**config.mk**
```make
export PLATFORM = sky130hd
export DESIGN_NAME = imm_gen_pipe
export DESIGN_NICKNAME = d
export VERILOG_FILES = /design/src/rtl/imm_gen_pipe.sv
export SDC_FILE = /design/constraint.sdc
export NUM_CORES = 1
export LEC_CHECK = 0
export BUFFER_PORTS_ARGS = -buffer_cell sky130_fd_sc_hd__buf_2
export CORE_ASPECT_RATIO = 2
export CORE_UTILIZATION = 55
export DETAILED_ROUTE_END_ITERATION = 10
export PLACE_DENSITY = 0.8
export SYNTH_ARGS = -nofsm -noshare
export SYNTH_HDL_FRONTEND = slang
export SYNTH_SLANG_ARGS = --single-unit
```
**constraint.sdc**
```tcl
create_clock -name clk -period 2.02 [get_ports clk]
set_input_delay 0.202 -clock clk [delete_from_list [all_inputs] [get_ports clk]]
set_output_delay 0.202 -clock clk [all_outputs]
set_load 0.005 [all_outputs]
```
**src/rtl/imm_gen_pipe.sv**
```systemverilog
// imm_gen_pipe: decode-stage immediate generator with a valid/ready output buffer.
// The decode is purely combinational on the instruction word. Results are captured
// into an output register on accept. A skid register absorbs one extra entry while
// the consumer stalls, which keeps full throughput under back-pressure.
//
// Handshake: a transfer happens on a rising edge where valid && ready are both high.
// The producer holds instruction and in_valid until that edge. The block holds
// ext_immediate, imm_fmt and illegal stable while out_valid && !out_ready.
// Flush wins over any accept in the same cycle.
module imm_gen_pipe #(
  parameter int XLEN    = 32,
  parameter bit SKID_EN = 1'b1
) (
  input  logic            clk,
  input  logic            rst_n,
  input  logic            flush,
  input  logic            in_valid,
  output logic            in_ready,
  input  logic [31:0]     instruction,
  output logic            out_valid,
  input  logic            out_ready,
  output logic [XLEN-1:0] ext_immediate,
  output logic [2:0]      imm_fmt,
  output logic            illegal
);

  typedef enum logic [2:0] {
    FMT_R     = 3'd0,
    FMT_I     = 3'd1,
    FMT_S     = 3'd2,
    FMT_B     = 3'd3,
    FMT_U     = 3'd4,
    FMT_J     = 3'd5,
    FMT_SHAMT = 3'd6,
    FMT_ILL   = 3'd7
  } fmt_e;

  logic [6:0]      w_opcode;
  logic [2:0]      w_funct3;
  logic [31:0]     w_raw;     // immediate already sign/zero-extended to 32 bits
  fmt_e            w_fmt;
  logic            w_ill;
  logic [XLEN-1:0] w_imm;
  logic            w_accept;
  logic            w_out_free;

  logic            r_out_valid;
  logic [XLEN-1:0] r_out_imm;
  logic [2:0]      r_out_fmt;
  logic            r_out_ill;
  logic            r_skid_full;
  logic [XLEN-1:0] r_skid_imm;
  logic [2:0]      r_skid_fmt;
  logic            r_skid_ill;

  assign w_opcode = instruction[6:0];
  assign w_funct3 = instruction[14:12];

  // Decode opcode into format and a 32-bit extended immediate.
  always_comb begin
    w_raw = 32'd0;
    w_fmt = FMT_R;
    w_ill = 1'b0;
    case (w_opcode)
      7'b0000011, 7'b1100111, 7'b1110011: begin
        w_raw = {{20{instruction[31]}}, instruction[31:20]};
        w_fmt = FMT_I;
      end
      7'b0010011: begin
        if (w_funct3 == 3'b001 || w_funct3 == 3'b101) begin
          if (XLEN == 64) begin
            w_raw = {26'd0, instruction[25:20]};
            w_fmt = FMT_SHAMT;
          end else if (instruction[25]) begin
            // shamt >= 32 does not exist on a 32-bit datapath
            w_fmt = FMT_ILL;
            w_ill = 1'b1;
          end else begin
            w_raw = {27'd0, instruction[24:20]};
            w_fmt = FMT_SHAMT;
          end
        end else begin
          w_raw = {{20{instruction[31]}}, instruction[31:20]};
          w_fmt = FMT_I;
        end
      end
      7'b0011011: begin
        // OP-IMM-32 only exists on RV64
        if (XLEN == 64) begin
          w_raw = {{20{instruction[31]}}, instruction[31:20]};
          w_fmt = FMT_I;
        end else begin
          w_fmt = FMT_ILL;
          w_ill = 1'b1;
        end
      end
      7'b0100011: begin
        w_raw = {{20{instruction[31]}}, instruction[31:25], instruction[11:7]};
        w_fmt = FMT_S;
      end
      7'b1100011: begin
        w_raw = {{19{instruction[31]}}, instruction[31], instruction[7],
                 instruction[30:25], instruction[11:8], 1'b0};
        w_fmt = FMT_B;
      end
      7'b0110111, 7'b0010111: begin
        w_raw = {instruction[31:12], 12'd0};
        w_fmt = FMT_U;
      end
      7'b1101111: begin
        w_raw = {{11{instruction[31]}}, instruction[31], instruction[19:12],
                 instruction[20], instruction[30:21], 1'b0};
        w_fmt = FMT_J;
      end
      7'b0110011, 7'b0111011: begin
        w_fmt = FMT_R;
      end
      default: begin
        w_fmt = FMT_ILL;
        w_ill = 1'b1;
      end
    endcase
  end

  // Shamt values are zero-extended in w_raw, so a plain sign extension is correct for all formats.
  if (XLEN == 64) begin : g_ext64
    assign w_imm = {{32{w_raw[31]}}, w_raw};
  end else begin : g_ext32
    assign w_imm = w_raw;
  end

  if (SKID_EN) begin : g_ready_skid
    assign in_ready = !r_skid_full;
  end else begin : g_ready_single
    assign in_ready = !r_out_valid || out_ready;
  end

  assign w_accept   = in_valid && in_ready;
  assign w_out_free = !r_out_valid || out_ready;

  // Output register and skid register; skid always refills the output before new input.
  always_ff @(posedge clk or negedge rst_n) begin
    if (!rst_n) begin
      r_out_valid <= 1'b0;
      r_out_imm   <= '0;
      r_out_fmt   <= 3'd0;
      r_out_ill   <= 1'b0;
      r_skid_full <= 1'b0;
      r_skid_imm  <= '0;
      r_skid_fmt  <= 3'd0;
      r_skid_ill  <= 1'b0;
    end else if (flush) begin
      r_out_valid <= 1'b0;
      r_skid_full <= 1'b0;
    end else if (w_out_free) begin
      if (r_skid_full) begin
        r_out_valid <= 1'b1;
        r_out_imm   <= r_skid_imm;
        r_out_fmt   <= r_skid_fmt;
        r_out_ill   <= r_skid_ill;
        r_skid_full <= 1'b0;
      end else if (w_accept) begin
        r_out_valid <= 1'b1;
        r_out_imm   <= w_imm;
        r_out_fmt   <= w_fmt;
        r_out_ill   <= w_ill;
      end else begin
        r_out_valid <= 1'b0;
      end
    end else if (w_accept && SKID_EN) begin
      r_skid_full <= 1'b1;
      r_skid_imm  <= w_imm;
      r_skid_fmt  <= w_fmt;
      r_skid_ill  <= w_ill;
    end
  end

  assign out_valid     = r_out_valid;
  assign ext_immediate = r_out_imm;
  assign imm_fmt       = r_out_fmt;
  assign illegal       = r_out_ill;

endmodule

```
Word level (Yosys, flattened, before mapping)
Cells that the tools add are included.
- flip-flop bits (word level): 74
- output and inout bits: 38
- eq/ne operators: 13
- muxes and demuxes: 22
- bitwise logic cells: 2
- reduce and logical (&&, ||, !) cells: 14
- operators with widths (kind ; count):
    32-bit one-hot mux with 6 select lines ; 1
    32-bit two-way mux ; 3
    7-bit by 6-bit equality test with 1-bit output (second input constant) ; 4
    7-bit equality test (second input constant) ; 4
    3-bit one-hot mux with 7 select lines ; 1
    7-bit by 5-bit equality test with 1-bit output (second input constant) ; 2
    1-bit two-way mux ; 12
    10-bit OR reduction ; 1
    3-bit two-way mux ; 3
    7-bit by 2-bit equality test with 1-bit output (second input constant) ; 1
    3-bit AND reduction ; 2
    5-bit two-way mux ; 1
    2-bit nonzero test ; 2
    2-bit OR reduction ; 2
    3-bit by 1-bit equality test with 1-bit output (second input constant) ; 1
    3-bit equality test (second input constant) ; 1
    3-bit nonzero test ; 1
    3-bit OR reduction ; 1
    1-bit logical NOT ; 2
    1-bit logical OR ; 2
    1-bit inverter ; 2
    1-bit one-hot mux with 2 select lines ; 1
    1-bit logical AND ; 1

Logic depth before layout (Yosys ltp)
- depth in word-level cells: 6
- depth in mapped cells: 8
- gate-level depth less buffers: 5

Worst setup path before layout
OpenSTA, ideal clock, no wires.
- path type: register -> register
- start: register r_out_valid (netlist: out_valid)
- end: register r_out_imm[13] (netlist: ext_immediate[13])
- data arrival time: 1.565 ns
- data required time: 1.881 ns
- slack: 0.316 ns
- stages on the path, launching flop included: 8
- buffers on the path: 2
- cells stage by stage: dfrtp_1 > nor2b_1 > or3_1 > buf_2 > clkbuf_1 > or3_1 > o21ai_0 > a21oi_1
- word-level cells in the longest chain between the ends: 3
- RTL lines (item ; RTL line ; RTL):
    from (decl) ; 47 ; logic r_out_valid;
    from (signal assigned) ; 144 ; r_out_valid <= 1'b0;
    from (signal assigned) ; 153 ; r_out_valid <= 1'b0;
    from (signal assigned) ; 157 ; r_out_valid <= 1'b1;
    1-bit logical NOT ; 139 ; assign w_out_free = !r_out_valid || out_ready;
    1-bit logical OR ; 139 ;
    3-bit AND reduction (no line) ; n/a ;
    to (signal assigned) ; 158 ; r_out_imm <= r_skid_imm;
    to (signal assigned) ; 164 ; r_out_imm <= w_imm;
    to (decl) ; 48 ; logic [XLEN-1:0] r_out_imm;
No other way between the ends.
A chain may end at the register's enable or synchronous reset.

Worst setup path after layout
- start: register r_out_valid (netlist: out_valid)
- end: register r_out_imm[8] (netlist: ext_immediate[8])
The elaborated chain is that of the path after synthesis.

==> out/qor.csv <==
metric;value;unit
status;completed;
grt_util_met1;0.391;
power.leakage;1.98;nW
synth_cells;395;
async_reset_ff_frac;1.00;
placed_area;4110;um^2
critPathCaptureType;register;
worst_pin_slew;0.711;ns
die_area;7010;um^2
finalMaxSlewViolations;0;
ys_seq_area_frac;0.506;
power.density;915;nW/um^2
wl_per_cell;17.2;um
critPathRequiredTime;2.23;ns
arrival;2.05;ns
clkLatencyLatePin;0.34;ns
hold_class;in2reg;
rsz0062_at_grt;false;
drt_first_iter_violations;305;
period_needed;1.84;ns
setup_violations;0;
cts_tree;done;
layout-drive-gt1-share;0.276;
cts.sinks;74;
core_area;6360;um^2
antenna_cells;0;
start_kind;register;
crit_slowest_cell;dfrtp_1;
peakVddDrop;0.660;mV
h-tree-depth;3;
synth-edff-count;0;
final_nets;500;
maxCapViolCount;0;
grt_use_met3;0.0573;
path_max_fanout;37;
port_buffers;74;
cts_root_buf;clkbuf_16;
worstPathCellList;nor2b_1 -> or3_1 -> buf_4 -> nor2_2 -> and2_1 -> a221o_1;
rows;41;
vias;3395;
avgSynthCellArea;9.27;um^2
ys_types;51;
grt_pass1_vias;3274;
path_clk_slew;0.05;ns
hpwl;6450;um
cts_setup_buffers;0;
ys_ff_latch;74;
vias_per_cell;6.13;
fp.dieW;59.7;um
maxSlewHeadroom;0.526;
finalSetupTns;0;ns
antenna_found_initial;0;
yosys_warnings;0;
final_core_util;0.697;
met2_usage;0.486;
rrSetupSlack;0.18;ns
finalPower;4.06;mW
start_util;0.576;
slowest_delay;0.35;ns
fin_crit_sh;0.910;
clock_path_buffers;2;
syn2layout_area_growth;21.2;%
track_usage;0.302;
die_h;117;um
syn_area;3660;um^2
numCtsBuffers;9;
ys.flop_type;dfrtp_1;
gp_congestion;0.981;
route.detailed.drc;0;
grt_busiest_layer;met2;
syn_nets;432;
grt_pass1_wl;16000;um
antenna_left;0;
hold_viol_final;0;
post_cts_resized;0;
fmax;544;MHz
first_pass_iters;5;
worstSetupPathType;reg2reg;
timing.hold.ws;0.0907;ns
final_cell_area;4440;um^2
grt_max_degree;53;
clock_skew;0.00760;ns
wl;9510;um
pin_count;75;
grt-ovfl-total;0;
-- area by class of cell --
| type | count | area, um^2 |
|---|---|---|
| clock buffer | 11 | 253 |
| clock inverter | 5 | 62.6 |
| fill | 568 | 1930 |
| inverter | 4 | 15.0 |
| multi-input combinational | 286 | 1640 |
| sequential | 74 | 1850 |
| tap | 86 | 108 |
| timing repair buffer | 88 | 503 |
-- synth_stat cells, drive strengths merged, types with 2 or more instances --
cell     instances  area, um^2
nor2            35         136
inv              4        15.0
nor2b            3        18.8
a21oi           33         165
nand3b           2        15.0
o21ai           37         200
a31oi           22         138
dfrtp           74        1850
or4              2        18.8
and2             4        25.0
nand4b           4        50.1
nand2b           2        12.5
o22ai            9        56.3
buf             15        95.1
a221o            6        60.1
and3             9        56.3
or3             25         156
o2111ai          2        23.8
clkbuf          16        61.3
a211oi           2        15.0
or3b             2        17.5
nand2           52         220
nor3             4        20.0
nand3           13        80.1
a21boi           2        18.8
a22oi            5        37.5
nor4             2        12.5
-- what timing repair did --
action,4_1_cts,5_1_grt
hold endpoints to repair,18,0
hold buffers,1,0
endpoints found under the setup margin,0,0
-- worst paths after layout --
path	start	to	cells past startpoint
max in group asynchronous	rst_n	ext_immediate[31]$_DFFE_PN0P_	3
worst max-delay path	out_valid$_DFFE_PN0N_	ext_immediate[8]$_DFFE_PN0P_	6
worst max register to register	out_valid$_DFFE_PN0N_	ext_immediate[8]$_DFFE_PN0P_	6
min in group asynchronous	rst_n	ext_immediate[14]$_DFFE_PN0P_	2
worst min-delay path	flush	out_valid$_DFFE_PN0N_	2
worst min register to register	r_skid_imm[10]$_DFFE_PN0P_	r_skid_imm[10]$_DFFE_PN0P_	2
-- metrics by stage --
step,setup slack [ns],cells
6_report,0.182,554
4_1_cts,0.183,554
3_3_place_gp,0.200,537
2_1_floorplan,0.316,395
5_1_grt,0.0120,554
3_5_place_dp,0.166,537
-- cells in the final DEF (no fill, tap or decap), drive strengths merged --
| cell | netlist | layout |
|---|---|---|
| a211oi | 2 | 2 |
| a21boi | 2 | 2 |
| a21oi | 33 | 33 |
| a221o | 6 | 6 |
| a22oi | 5 | 5 |
| a311o | 1 | 1 |
| a31oi | 22 | 22 |
| a32o | 1 | 1 |
| a41o | 1 | 1 |
| a41oi | 1 | 1 |
| and2 | 4 | 4 |
| and3 | 9 | 9 |
| and4bb | 1 | 1 |
| buf | 15 | 87 |
| bufinv | 0 | 1 |
| clkbuf | 16 | 11 |
| clkinv | 0 | 2 |
| clkinvlp | 0 | 2 |
| dfrtp | 74 | 74 |
| dlygate4sd3 | 0 | 1 |
| inv | 4 | 4 |
| nand2 | 52 | 52 |
| nand2b | 2 | 2 |
| nand3 | 13 | 13 |
| nand3b | 2 | 2 |
| nand4 | 1 | 1 |
| nand4b | 4 | 4 |
| nand4bb | 1 | 1 |
| nor2 | 35 | 35 |
| nor2b | 3 | 3 |
| nor3 | 4 | 4 |
| nor3b | 1 | 1 |
| nor4 | 2 | 2 |
| o2111ai | 2 | 2 |
| o211ai | 1 | 1 |
| o21ai | 37 | 37 |
| o22ai | 9 | 9 |
| or3 | 25 | 25 |
| or3b | 2 | 2 |
| or4 | 2 | 2 |
-- cell families (layout without fill, tap and decap cells) --
kind of cell    count (synthesis)  after routing  synth area share
simple gates                  163            163             0.240
buf+inv                        35            108            0.0468
compound gates                123            123             0.208
flops                          74             74             0.506
-- worst max-delay path, delay by kind of cell, from the launching register on --
kind | cells | cell delay, ns
compound gates | 1 | 0.32
flops | 1 | 0.35
buf+inv | 1 | 0.33
simple gates | 4 | 0.71
-- flip-flops by register name, indices dropped and copies added, names as in the netlist --
signal / cells
r_skid_imm: 32
out_valid: 1
r_skid_fmt: 3
illegal: 1
imm_fmt: 3
r_skid_full: 1
r_skid_ill: 1
ext_immediate: 32
-- report_power, final --
group | total (mW) | switching [mW] | internal, mW
Combinational | 0.589 | 0.329 | 0.259
Sequential | 1.82 | 0.115 | 1.71
Clock | 1.64 | 0.618 | 1.03
Total | 4.06 | 1.06 | 3.00
-- layer usage --
metal,wire (um),up-vias
met5,0,-
met4,216,0
met3,491,18
met2,5020,136
met1,3780,1673
li1,-,1568
No activity file was read; power rests on OpenSTA's default activity.
